`src/rtl/bitfuscnn_pkg.sv`:
```
// bitfuscnn_pkg
// Shared types and helpers for the OARAM sparse output packer.
//   packer_state_t : packer FSM states (IDLE/RUN/DRAIN)
//   oaram_entry_t  : one encoded (value, zero-run index) entry
//   max_run()      : largest zero run representable in an index field
// Build option: none in this file (see oaram_packer for OARAM_PACKER_STATS_EN).
package bitfuscnn_pkg;

  localparam int OARAM_INDEX_WIDTH = 4;

  typedef enum logic [1:0] {
    IDLE  = 2'd0,
    RUN   = 2'd1,
    DRAIN = 2'd2
  } packer_state_t;

  typedef struct packed {
    logic [7:0]                   value;
    logic [OARAM_INDEX_WIDTH-1:0] index;
  } oaram_entry_t;

  function automatic int max_run(input int index_width);
    return (1 << index_width) - 1;
  endfunction

endpackage

```
`src/rtl/zero_run_encoder.sv`:
```
// zero_run_encoder
// Turns a dense stream of accepted 8-bit activations into (value, run)
// entries. Nonzero values emit immediately with the preceding zero run; a
// run that reaches MAX_RUN emits a (0, MAX_RUN) run-limit entry. Trailing
// zeros never emit; the run is simply discarded when the next tile starts.
// Ports:
//   clk, reset    : clock, async active-high reset
//   clear         : clears the run counter (tile start)
//   accept        : in_value is transferred this cycle
//   in_value      : activation
//   entry_valid   : an entry is produced this cycle (combinational)
//   entry_value   : entry value
//   entry_index   : entry zero-run index
module zero_run_encoder
  import bitfuscnn_pkg::*;
#(
  parameter int INDEX_WIDTH = OARAM_INDEX_WIDTH
) (
  input  logic                   clk,
  input  logic                   reset,
  input  logic                   clear,
  input  logic                   accept,
  input  logic [7:0]             in_value,
  output logic                   entry_valid,
  output logic [7:0]             entry_value,
  output logic [INDEX_WIDTH-1:0] entry_index
);

  localparam logic [INDEX_WIDTH-1:0] MAX_RUN = INDEX_WIDTH'(max_run(INDEX_WIDTH));

  logic [INDEX_WIDTH-1:0] run;
  logic                   nonzero;
  logic                   run_full;

  assign nonzero     = |in_value;
  assign run_full    = (run == MAX_RUN);
  assign entry_valid = accept && (nonzero || run_full);
  // A run-limit entry carries value 0 (in_value is zero) and index MAX_RUN (run).
  assign entry_value = in_value;
  assign entry_index = run;

  always_ff @(posedge clk or posedge reset) begin
    if (reset) begin
      run <= '0;
    end else if (clear) begin
      run <= '0;
    end else if (accept) begin
      if (entry_valid) run <= '0;
      else             run <= run + INDEX_WIDTH'(1);
    end
  end

endmodule

```
`src/rtl/oaram_packer.sv`:
```
// oaram_packer
// Sparse output encoder: packs (value, zero-run) entries VALUES_PER_WORD to
// an OARAM word and writes them to sequential addresses from base_address.
// Ports:
//   clk, reset              : clock, async active-high reset
//   start, base_address     : begin a tile (IDLE only), first write address
//   in_valid/in_ready       : input handshake; in_value, in_last
//   oaram_value             : packed values, slot k at [8k+7:8k]
//   oaram_indices_value     : packed run indices, slot k at [IW*k+IW-1:IW*k]
//   oaram_address           : write address
//   oaram_write_enable      : one-cycle write strobe
//   done                    : one-cycle end-of-tile pulse
//   word_count              : words written this tile
//   overflow                : sticky address-wrap flag
// Build option OARAM_PACKER_STATS_EN adds saturating 16-bit nonzero_count and
// placeholder_count outputs, both cleared on start.
//
// state | meaning
// IDLE  | waiting for start; in_ready low
// RUN   | accepting activations every cycle
// DRAIN | one cycle after in_last: done high, final padded write if any
module oaram_packer
  import bitfuscnn_pkg::*;
#(
  parameter int RAM_WIDTH       = 10,
  parameter int INDEX_WIDTH     = OARAM_INDEX_WIDTH,
  parameter int VALUES_PER_WORD = 3
) (
  input  logic                                 clk,
  input  logic                                 reset,
  input  logic                                 start,
  input  logic [RAM_WIDTH-1:0]                 base_address,
  input  logic                                 in_valid,
  output logic                                 in_ready,
  input  logic [7:0]                           in_value,
  input  logic                                 in_last,
  output logic [8*VALUES_PER_WORD-1:0]         oaram_value,
  output logic [INDEX_WIDTH*VALUES_PER_WORD-1:0] oaram_indices_value,
  output logic [RAM_WIDTH-1:0]                 oaram_address,
  output logic                                 oaram_write_enable,
  output logic                                 done,
  output logic [RAM_WIDTH:0]                   word_count,
  output logic                                 overflow
`ifdef OARAM_PACKER_STATS_EN
  ,
  output logic [15:0]                          nonzero_count,
  output logic [15:0]                          placeholder_count
`endif
);

  localparam int SCW = $clog2(VALUES_PER_WORD + 1);

  packer_state_t state, state_next;

  logic                   accept;
  logic                   start_tile;
  logic                   entry_valid;
  logic [7:0]             entry_value;
  logic [INDEX_WIDTH-1:0] entry_index;

  logic [SCW-1:0]         slot_count;
  logic [7:0]             slot_value [VALUES_PER_WORD];
  logic [INDEX_WIDTH-1:0] slot_index [VALUES_PER_WORD];
  logic [RAM_WIDTH-1:0]   addr_q;

  logic [8*VALUES_PER_WORD-1:0]           word_value;
  logic [INDEX_WIDTH*VALUES_PER_WORD-1:0] word_index;
  logic                                   word_full;
  logic                                   flush;
  logic                                   write_now;

  assign accept     = in_valid && in_ready;
  assign start_tile = start && (state == IDLE);

  zero_run_encoder #(
    .INDEX_WIDTH (INDEX_WIDTH)
  ) u_encoder (
    .clk         (clk),
    .reset       (reset),
    .clear       (start_tile),
    .accept      (accept),
    .in_value    (in_value),
    .entry_valid (entry_valid),
    .entry_value (entry_value),
    .entry_index (entry_index)
  );

  // FSM: state register
  always_ff @(posedge clk or posedge reset) begin
    if (reset) state <= IDLE;
    else       state <= state_next;
  end

  // FSM: next state
  always_comb begin
    state_next = state;
    case (state)
      IDLE:    if (start) state_next = RUN;
      RUN:     if (accept && in_last) state_next = DRAIN;
      DRAIN:   state_next = IDLE;
      default: state_next = IDLE;
    endcase
  end

  // FSM: outputs
  always_comb begin
    in_ready = (state == RUN);
    done     = (state == DRAIN);
  end

  // Word image as it will be written this cycle: stored slots, the new entry
  // in the next free slot, and (0,0) padding beyond.
  always_comb begin
    word_value = '0;
    word_index = '0;
    for (int k = 0; k < VALUES_PER_WORD; k++) begin
      if (SCW'(k) < slot_count) begin
        word_value[8*k +: 8]                   = slot_value[k];
        word_index[INDEX_WIDTH*k +: INDEX_WIDTH] = slot_index[k];
      end else if (entry_valid && (SCW'(k) == slot_count)) begin
        word_value[8*k +: 8]                   = entry_value;
        word_index[INDEX_WIDTH*k +: INDEX_WIDTH] = entry_index;
      end
    end
  end

  assign word_full = entry_valid && (slot_count == SCW'(VALUES_PER_WORD - 1));
  assign flush     = accept && in_last && ((slot_count != '0) || entry_valid);
  assign write_now = word_full || flush;

  // Slot storage needs no reset: slot_count masks anything stale.
  always_ff @(posedge clk) begin
    if (entry_valid && !write_now) begin
      for (int k = 0; k < VALUES_PER_WORD; k++) begin
        if (SCW'(k) == slot_count) begin
          slot_value[k] <= entry_value;
          slot_index[k] <= entry_index;
        end
      end
    end
  end

  // The address register is the write address; it advances in the write
  // cycle so the next address is visible one cycle later, which keeps
  // single-slot words writing back to back.
  always_ff @(posedge clk or posedge reset) begin
    if (reset) begin
      oaram_write_enable  <= 1'b0;
      oaram_value         <= '0;
      oaram_indices_value <= '0;
      addr_q              <= '0;
      slot_count          <= '0;
      word_count          <= '0;
      overflow            <= 1'b0;
    end else begin
      oaram_write_enable <= write_now;
      if (write_now) begin
        oaram_value         <= word_value;
        oaram_indices_value <= word_index;
      end
      if (start_tile) begin
        addr_q     <= base_address;
        slot_count <= '0;
        word_count <= '0;
        overflow   <= 1'b0;
      end else begin
        if (write_now) begin
          slot_count <= '0;
          word_count <= word_count + (RAM_WIDTH+1)'(1);
        end else if (entry_valid) begin
          slot_count <= slot_count + SCW'(1);
        end
        if (oaram_write_enable) begin
          addr_q <= addr_q + RAM_WIDTH'(1);
          if (&addr_q) overflow <= 1'b1;
        end
      end
    end
  end

  assign oaram_address = addr_q;

`ifdef OARAM_PACKER_STATS_EN
  always_ff @(posedge clk or posedge reset) begin
    if (reset) begin
      nonzero_count     <= '0;
      placeholder_count <= '0;
    end else if (start_tile) begin
      nonzero_count     <= '0;
      placeholder_count <= '0;
    end else if (entry_valid) begin
      if (entry_value != 8'd0) begin
        if (nonzero_count != 16'hFFFF) nonzero_count <= nonzero_count + 16'd1;
      end else begin
        if (placeholder_count != 16'hFFFF) placeholder_count <= placeholder_count + 16'd1;
      end
    end
  end
`endif

endmodule

```
`config.mk`:
```
export PLATFORM = sky130hd
export DESIGN_NAME = oaram_packer
export DESIGN_NICKNAME = d
export VERILOG_FILES = /design/src/rtl/bitfuscnn_pkg.sv /design/src/rtl/zero_run_encoder.sv /design/src/rtl/oaram_packer.sv
export SDC_FILE = /design/constraint.sdc
export NUM_CORES = 1
export LEC_CHECK = 0
export ABC_AREA = 1
export BUFFER_PORTS_ARGS = -buffer_cell sky130_fd_sc_hd__buf_2
export CORE_UTILIZATION = 51
export DETAILED_ROUTE_END_ITERATION = 12
export HOLD_SLACK_MARGIN = 0.15
export PLACE_DENSITY = 0.81
export SLEW_MARGIN = 20
export SYNTH_ARGS = -nofsm -noshare
export SYNTH_HDL_FRONTEND = slang
export SYNTH_HIERARCHICAL = 1
export SYNTH_SLANG_ARGS = --single-unit
```
`constraint.sdc`:
```
create_clock -name clk -period 2.33 [get_ports clk]
set_input_delay 0.233 -clock clk [delete_from_list [all_inputs] [get_ports clk]]
set_output_delay 0.233 -clock clk [all_outputs]
set_load 0.01 [all_outputs]
```
* Word-level counts from Yosys, hierarchy flattened
Memories as Yosys holds them, arrays and structs flattened.
Cells that the tools add are included.
** Word-level totals
- Register bits after elaboration :: 67
- Bits in writable memories :: 36
- Input bits :: 23
- Output and inout port bits :: 61
- Word-level logic and storage cells :: 105
- Memories :: 2
** Operators by class
- Add/subtract/negate cells :: 4
- Order comparisons :: 3
- Eq/ne operators :: 8
- Muxes and demuxes :: 49
- Reduce and logical (&&, ||, !) cells :: 30
** Memory list
- slot_value :: words 3, bits a word 8, rd ports 3, clocked after Yosys merged registers in 0, wr ports 1, line oaram_packer.sv:62 : logic [7:0] slot_value [VALUES_PER_WORD];
- slot_index :: words 3, bits a word 4, rd ports 3, clocked after Yosys merged registers in 0, wr ports 1, line oaram_packer.sv:63 : logic [INDEX_WIDTH-1:0] slot_index [VALUES_PER_WORD];
** Operator list (count)
- $mux 8 :: 8
- $mux 4 :: 11
- $reduce_or 8->1 :: 3
- $mux 11 :: 2
- $mux 10 :: 2
- $mux 2 :: 9
- $mux 1 :: 16
- $add 11x1->11 const B :: 1
- $add 10x1->10 const B :: 1
- $logic_and 1x1->1 :: 10
- $reduce_and 10->1 :: 1
- $reduce_bool 2->1 :: 5
- $reduce_or 4->1 :: 2
- $add 4x1->4 const B :: 1
- $eq 2x2->1 const B :: 2
- $eq 4x4->1 const B :: 1
- $logic_not 2->1 :: 2
- $lt 1x2->1 const A :: 2
- $pmux 2 s2 :: 1
- $reduce_and 2->1 :: 2
- $logic_or 1x1->1 :: 3
- $reduce_bool 3->1 :: 1
- $add 2x1->2 const B :: 1
- $eq 1x2->1 const A :: 1
- other kinds (6) :: 6

* Longest topological paths before layout
- Depth after elaboration :: 13
- Depth in mapped cells :: 11
- Depth with buffers taken out :: 11

* By module
The synthesis kept the hierarchy.
** By module, submodules not included
- oaram_packer :: instances 1, cells an instance 514, area an instance 4600.7 µm², sequential area each 2657.5 µm²
- zero_run_encoder :: instances 1, cells an instance 42, area an instance 329.1 µm², sequential area each 100.1 µm²

* Worst setup path before layout
Ideal clock, no wire load.
- Kind :: flip-flop to flip-flop
- Start point :: reg u_encoder.run[1] (netlist: u_encoder/entry_index[1])
- End point :: mem slot_index[0][0] (netlist bit) (enable)
- Library setup time :: 380 ps
- Arrival :: 1948 ps
- Required time :: 1950 ps
- Slack :: 1 ps
- Stages on the path, launching flop included :: 7
- Buffers on the path :: 1
- Period minus slack after synthesis :: 2329 ps
- Cell sequence :: dfrtp_1 -> ha_1 -> nand3_1 -> a21oi_1 -> buf_2 -> nand2_1 -> nor2_1
** On the way
- Cells in the longest elaborated chain, start to end :: 13
- Elaborated cells between the ends (all ways) :: 21
- Classes of those cells :: eq/ne: 1; mux: 10; reduce/logical: 10
** RTL lines
- start, declared :: line zero_run_encoder.sv:31 : logic [INDEX_WIDTH-1:0] run;
- start signal, assigned :: line zero_run_encoder.sv:49 : else run <= run + INDEX_WIDTH'(1);
- $eq 4x4->1 (*) :: line zero_run_encoder.sv:36 : assign run_full = (run == MAX_RUN);
- $logic_or 1x1->1 (*) :: line zero_run_encoder.sv:37 : assign entry_valid = accept && (nonzero || run_full);
- $logic_and 1x1->1 (*) :: line zero_run_encoder.sv:37
- net entry_valid :: line oaram_packer.sv:57 : logic entry_valid;
- $logic_or 1x1->1 :: line oaram_packer.sv:128 : assign flush = accept && in_last && ((slot_count != '0) || entry_valid);
- $logic_and 1x1->1 :: line oaram_packer.sv:128
- $logic_or 1x1->1 :: line oaram_packer.sv:129 : assign write_now = word_full || flush;
- $logic_not 1->1 :: line oaram_packer.sv:133 : if (entry_valid && !write_now) begin
- $logic_and 1x1->1 (*) :: line oaram_packer.sv:133
- $mux 1 :: line oaram_packer.sv:133
- $mux 1 (implied by the code) :: line oaram_packer.sv:137 : slot_index[k] <= entry_index;
- $reduce_or 4->1 (no source line)
- $mux 2 (no source line) / $mux 1 (equally long branches) (2 in series)
- end, declared :: line oaram_packer.sv:63
The timed path passes the listed nets; every way through them passes the cells marked *.

* Final worst setup path
- Start point :: in in_value[0]
- End point :: reg oaram_value[12]
** On the way
- Cells in the longest elaborated chain, start to end :: 6
- Elaborated cells between the ends (all ways) :: 10
- Classes of those cells :: mux: 2; reduce/logical: 8
** RTL lines
- start, declared :: line oaram_packer.sv:35 : input logic [7:0] in_value,
- $reduce_or 8->1 (*) :: line zero_run_encoder.sv:35 : assign nonzero = |in_value;
- $logic_or 1x1->1 (*) :: line zero_run_encoder.sv:37
- $logic_and 1x1->1 (*) :: line zero_run_encoder.sv:37
- net entry_valid :: line oaram_packer.sv:57
- $logic_and 1x1->1 / $logic_or 1x1->1 (equally long branches) :: line oaram_packer.sv:120, oaram_packer.sv:128
- $mux 8 / $logic_and 1x1->1 (equally long branches) :: line oaram_packer.sv:120, oaram_packer.sv:128
- $mux 8 / $logic_or 1x1->1 (equally long branches) :: line oaram_packer.sv:117, oaram_packer.sv:129
- end signal, assigned :: line oaram_packer.sv:158 : oaram_value <= word_value;
- end, declared :: line oaram_packer.sv:37 : output logic [8*VALUES_PER_WORD-1:0] oaram_value,
Marks and branches as above.
A chain may end at the register's enable or synchronous reset.

==> impl_results.md <==
- Drt initial violations: 243
- Cells after synthesis: 556
- Pin count of the biggest net entering global routing: 64
- IO Count: 84
- CP max-delay cell: dlygate4sd3_1
- Vias per inst: 5.15
- Top delay family on crit path: buffers and inverters
- Post-synth EDFFs: 36
- Clock net sink count: 103
- I/O Buffers: 83
- Pint: 3.60 mW
- Flop pwr share: between 40 and 50%
- CP Max Fanout: 32
- DP Wirelength: 7.83 mm
- Critical path type: in2reg
- CP Cell Sequence: dlygate4sd3_1 -> buf_2 -> nor2_1 -> nand2_2 -> nor2_4 -> a21oi_2 -> inv_1 -> nand2_1 -> nand2_8 -> buf_4 -> nand2_1 -> o21ai_1
- Seq cells post-synth: 103
- Share of flip-flops with an asynchronous set or reset: 65.0%
- Antenna Nets Post-Route: 0
- Die height: 100 microns
- Post-CTS Setup Bufs: 0
- Gr ovfl total: 0
- Fin util: 62.2%
- Cells on worst reg2reg path: 9
- Layout Nets: 687
- Initial antenna violation count: 0
- Skew-Pair Late Insertion Delay: 0.37 ns
- CTS H-Tree Depth: 3
- Maxcap violations: 0
- CP max stage delay: 0.53 ns
- Via count: 4075
- Switching share of total power: 39.1%
- Crit Reg-Reg Endpoint: word_count[2]
- Num CTS Buffers: 9
- Mapped Area: around 0.005 sq mm
- Worst hold path class: in2reg
- Die area: 0.0101 sq mm
- Clock power frac: 18.7%
- CTS tree: built
- Static leakage: 2.87 nW
- Comb power frac: 36.3%
- Vias in the first global route: just under 4000
- Synth warn: 6
- Reg2Reg Setup Slack: 0.31 ns
- Fillcell total: 804
- Hold Vio Cnt, Final: 0
- Fin. max-slew vios: 0
- Row Count: 35
- Fin Setup TNS: 0 ns
- Data arrival, critical path: 2.33 ns
- Worst Clk Skew: ~0.011 ns
- RSZ-0062 raised after global routing: no
- Number of iterations in the first detailed-routing pass: 5
- Unique masters post-synth: 37
- CTS Root Cell: clkbuf_8
- Status: completed
- Type of origin of the critical path: primary input
- FF-to-FF Start: u_encoder/entry_index[0]
- Global-route wire length before repair: 18.8 mm
- Crit. End Element: flip-flop
- Critical Path RT: ~2.6 ns
- CP Buf/Inv Count: 4
- Die Width: 100 microns
- Longest Clk Path Bufs: 2
- Fmax: 490 MHz
- Cell Area, Placed: 0.00548 sq mm
- Register area share after synthesis: 55.9%
- Hold Path Origin: base_address[3]
- PD cells: 1020 mW/mm^2
- ANT cells: 0
- Psw: about 2.3 mW
- Final Wtd Congestion: 0.890
- VDD IR max: between 300 and 400 uV
- Top_reg_cell synth: dfrtp_1
- Core ar.: 0.00928 sq mm
- Fin crit share: 87.5%
- Clk slew on worst S/H paths: about 0.090 ns
- CP most frequent cell: nand2_1
- Area Growth Syn to Fin: 17.1%
- Final wirelength: between 10 and 15 mm
- Hold path cells: 3
- Synthesized area per cell: 8.87 sq um
- Setup-failing EPs final: 0
- Layout Cell Area excl Fill: around 0.0058 sq mm
- Starting density of the core: approximately 53%
- Avg WL per Cell: 14.3 microns
- Share of cells above drive strength 1: roughly 20%
- Min cycle time layout: 2.04 ns
- Worst Hold End: oaram_address[3]
- Drc violations: 0
- GRT Total Usage: 24.3%
## cells in the mapped netlist (2+ instances only)
library cell	number	area [sq um]
buf_4	10	75.1
o21bai_1	2	15.0
nand2_4	2	22.5
o22ai_1	8	50.1
o21ai_1	11	55.1
inv_1	49	184
nand3_1	26	130
o21ai_2	6	52.6
buf_6	3	33.8
clkbuf_1	5	18.8
nand2_1	179	672
nor2_1	37	139
a21oi_1	11	55.1
nand4_1	6	37.5
buf_2	9	45.0
inv_2	4	15.0
o21ai_0	56	280
ha_1	7	87.6
xor2_1	6	52.6
dfrtp_1	67	1680
edfxtp_1	36	1080
## worst min-delay path: cells and delay by family
kind	cells	cell delay, ns
AOI/OAI and AO/OA	2	0.19
buffers and inverters	1	0.07
## area by class of cell
cell class / count / area (sq um) / share of cell area, %
clock buffer: 11 / 131 / 2.28
timing repair buffer: 107 / 633 / 11.0
tap: 129 / 161 / 2.80
clock inverter: 5 / 57.6 / 0.997
multi-input combinational: 382 / 1820 / 31.6
inverter: 54 / 208 / 3.60
sequential: 103 / 2760 / 47.8
## layout by cell type, fill, tap and decap left out, types with 5 or more instances in the layout
master,Yosys,routed
nand2_1,179,179
buf_2,9,83
dfrtp_1,67,67
o21ai_0,56,56
inv_1,49,48
nor2_1,37,37
edfxtp_1,36,36
nand3_1,26,26
buf_4,10,13
conb_1,1,12
o21ai_1,11,11
a21oi_1,11,10
dlygate4sd3_1,0,10
clkbuf_8,0,9
o22ai_1,8,8
ha_1,7,7
o21ai_2,6,6
xor2_1,6,6
nand4_1,6,6
inv_2,4,5
## how the worst max path moves through the flow
| stage | start | endpoint | depth (start not counted) |
|---|---|---|---|
| after detailed placement | state[1] | oaram_value[20] | 10 |
| after global routing | state[1] | word_count[2] | 10 |
| final | in_value[0] | oaram_value[12] | 12 |
| after global placement | state[1] | oaram_value[22] | 10 |
| after floorplan | u_encoder/entry_index[1] | slot_index[0][0] | 6 |
| after CTS | state[1] | oaram_value[12] | 10 |
## per-stage QoR
stage | hold WS [ns] | total power [mW] | std cells | setup WS [ns]
after detailed placement | 0.145 | 4.81 | 765 | 0.171
after floorplan | -0.000918 | 4.05 | 567 | 0.00148
after CTS | 0.159 | 5.93 | 791 | 0.134
after global placement | 0.140 | 4.70 | 765 | 0.309
final | 0.169 | 5.91 | 791 | 0.291
after global routing | 0.181 | 6.33 | 791 | 0.0650
## what timing repair did
item                                    CTS  global route
hold buffers                             10             0
endpoints found under the setup margin    0            22
gates resized for setup                   0             1
endpoints found under the hold margin    88             0
## cell families (layout without fill, tap and decap cells)
family | after synthesis | in the layout | share of synthesized area [%]
other | 1 | 12 | 0.0761
AND/OR/NAND/NOR | 261 | 261 | 22.5
adder cells (fa/ha/maj) | 7 | 7 | 1.78
XOR/XNOR | 6 | 6 | 1.07
AO/OA/AOI/OAI | 96 | 96 | 10.6
buffers and inverters | 82 | 177 | 8.02
flip-flops | 103 | 103 | 55.9
## registers in the layout, summed over array words and instances (netlist names)
name / flops
slot_value: 24
word_count: 11
slot_count: 2
oaram_address: 10
slot_index: 12
state: 2
oaram_value: 24
oaram_write_enable: 1
u_encoder/entry_index: 4
oaram_indices_value: 12
overflow: 1
## power groups by stage
stage          Clock (mW)  Sequential (mW)  Combinational, mW
3_5_place_dp            0             2.69               2.12
6_report             1.11             2.66               2.15
3_3_place_gp            0             2.66               2.04
4_1_cts              1.13             2.65               2.15
2_1_floorplan           0             2.79               1.26
5_1_grt              1.19             2.71               2.43
## routing by layer
metal  global-route usage [%]  vias to the layer above  routed length, microns
li1                         -                     1988                       -
met1                     32.6                     1917                    4950
met2                     39.5                      153                    5420
met3                     4.74                       17                     735
met4                     8.58                        0                     184
met5                        0                        -                       0
No activity file was read; power rests on OpenSTA's default activity.
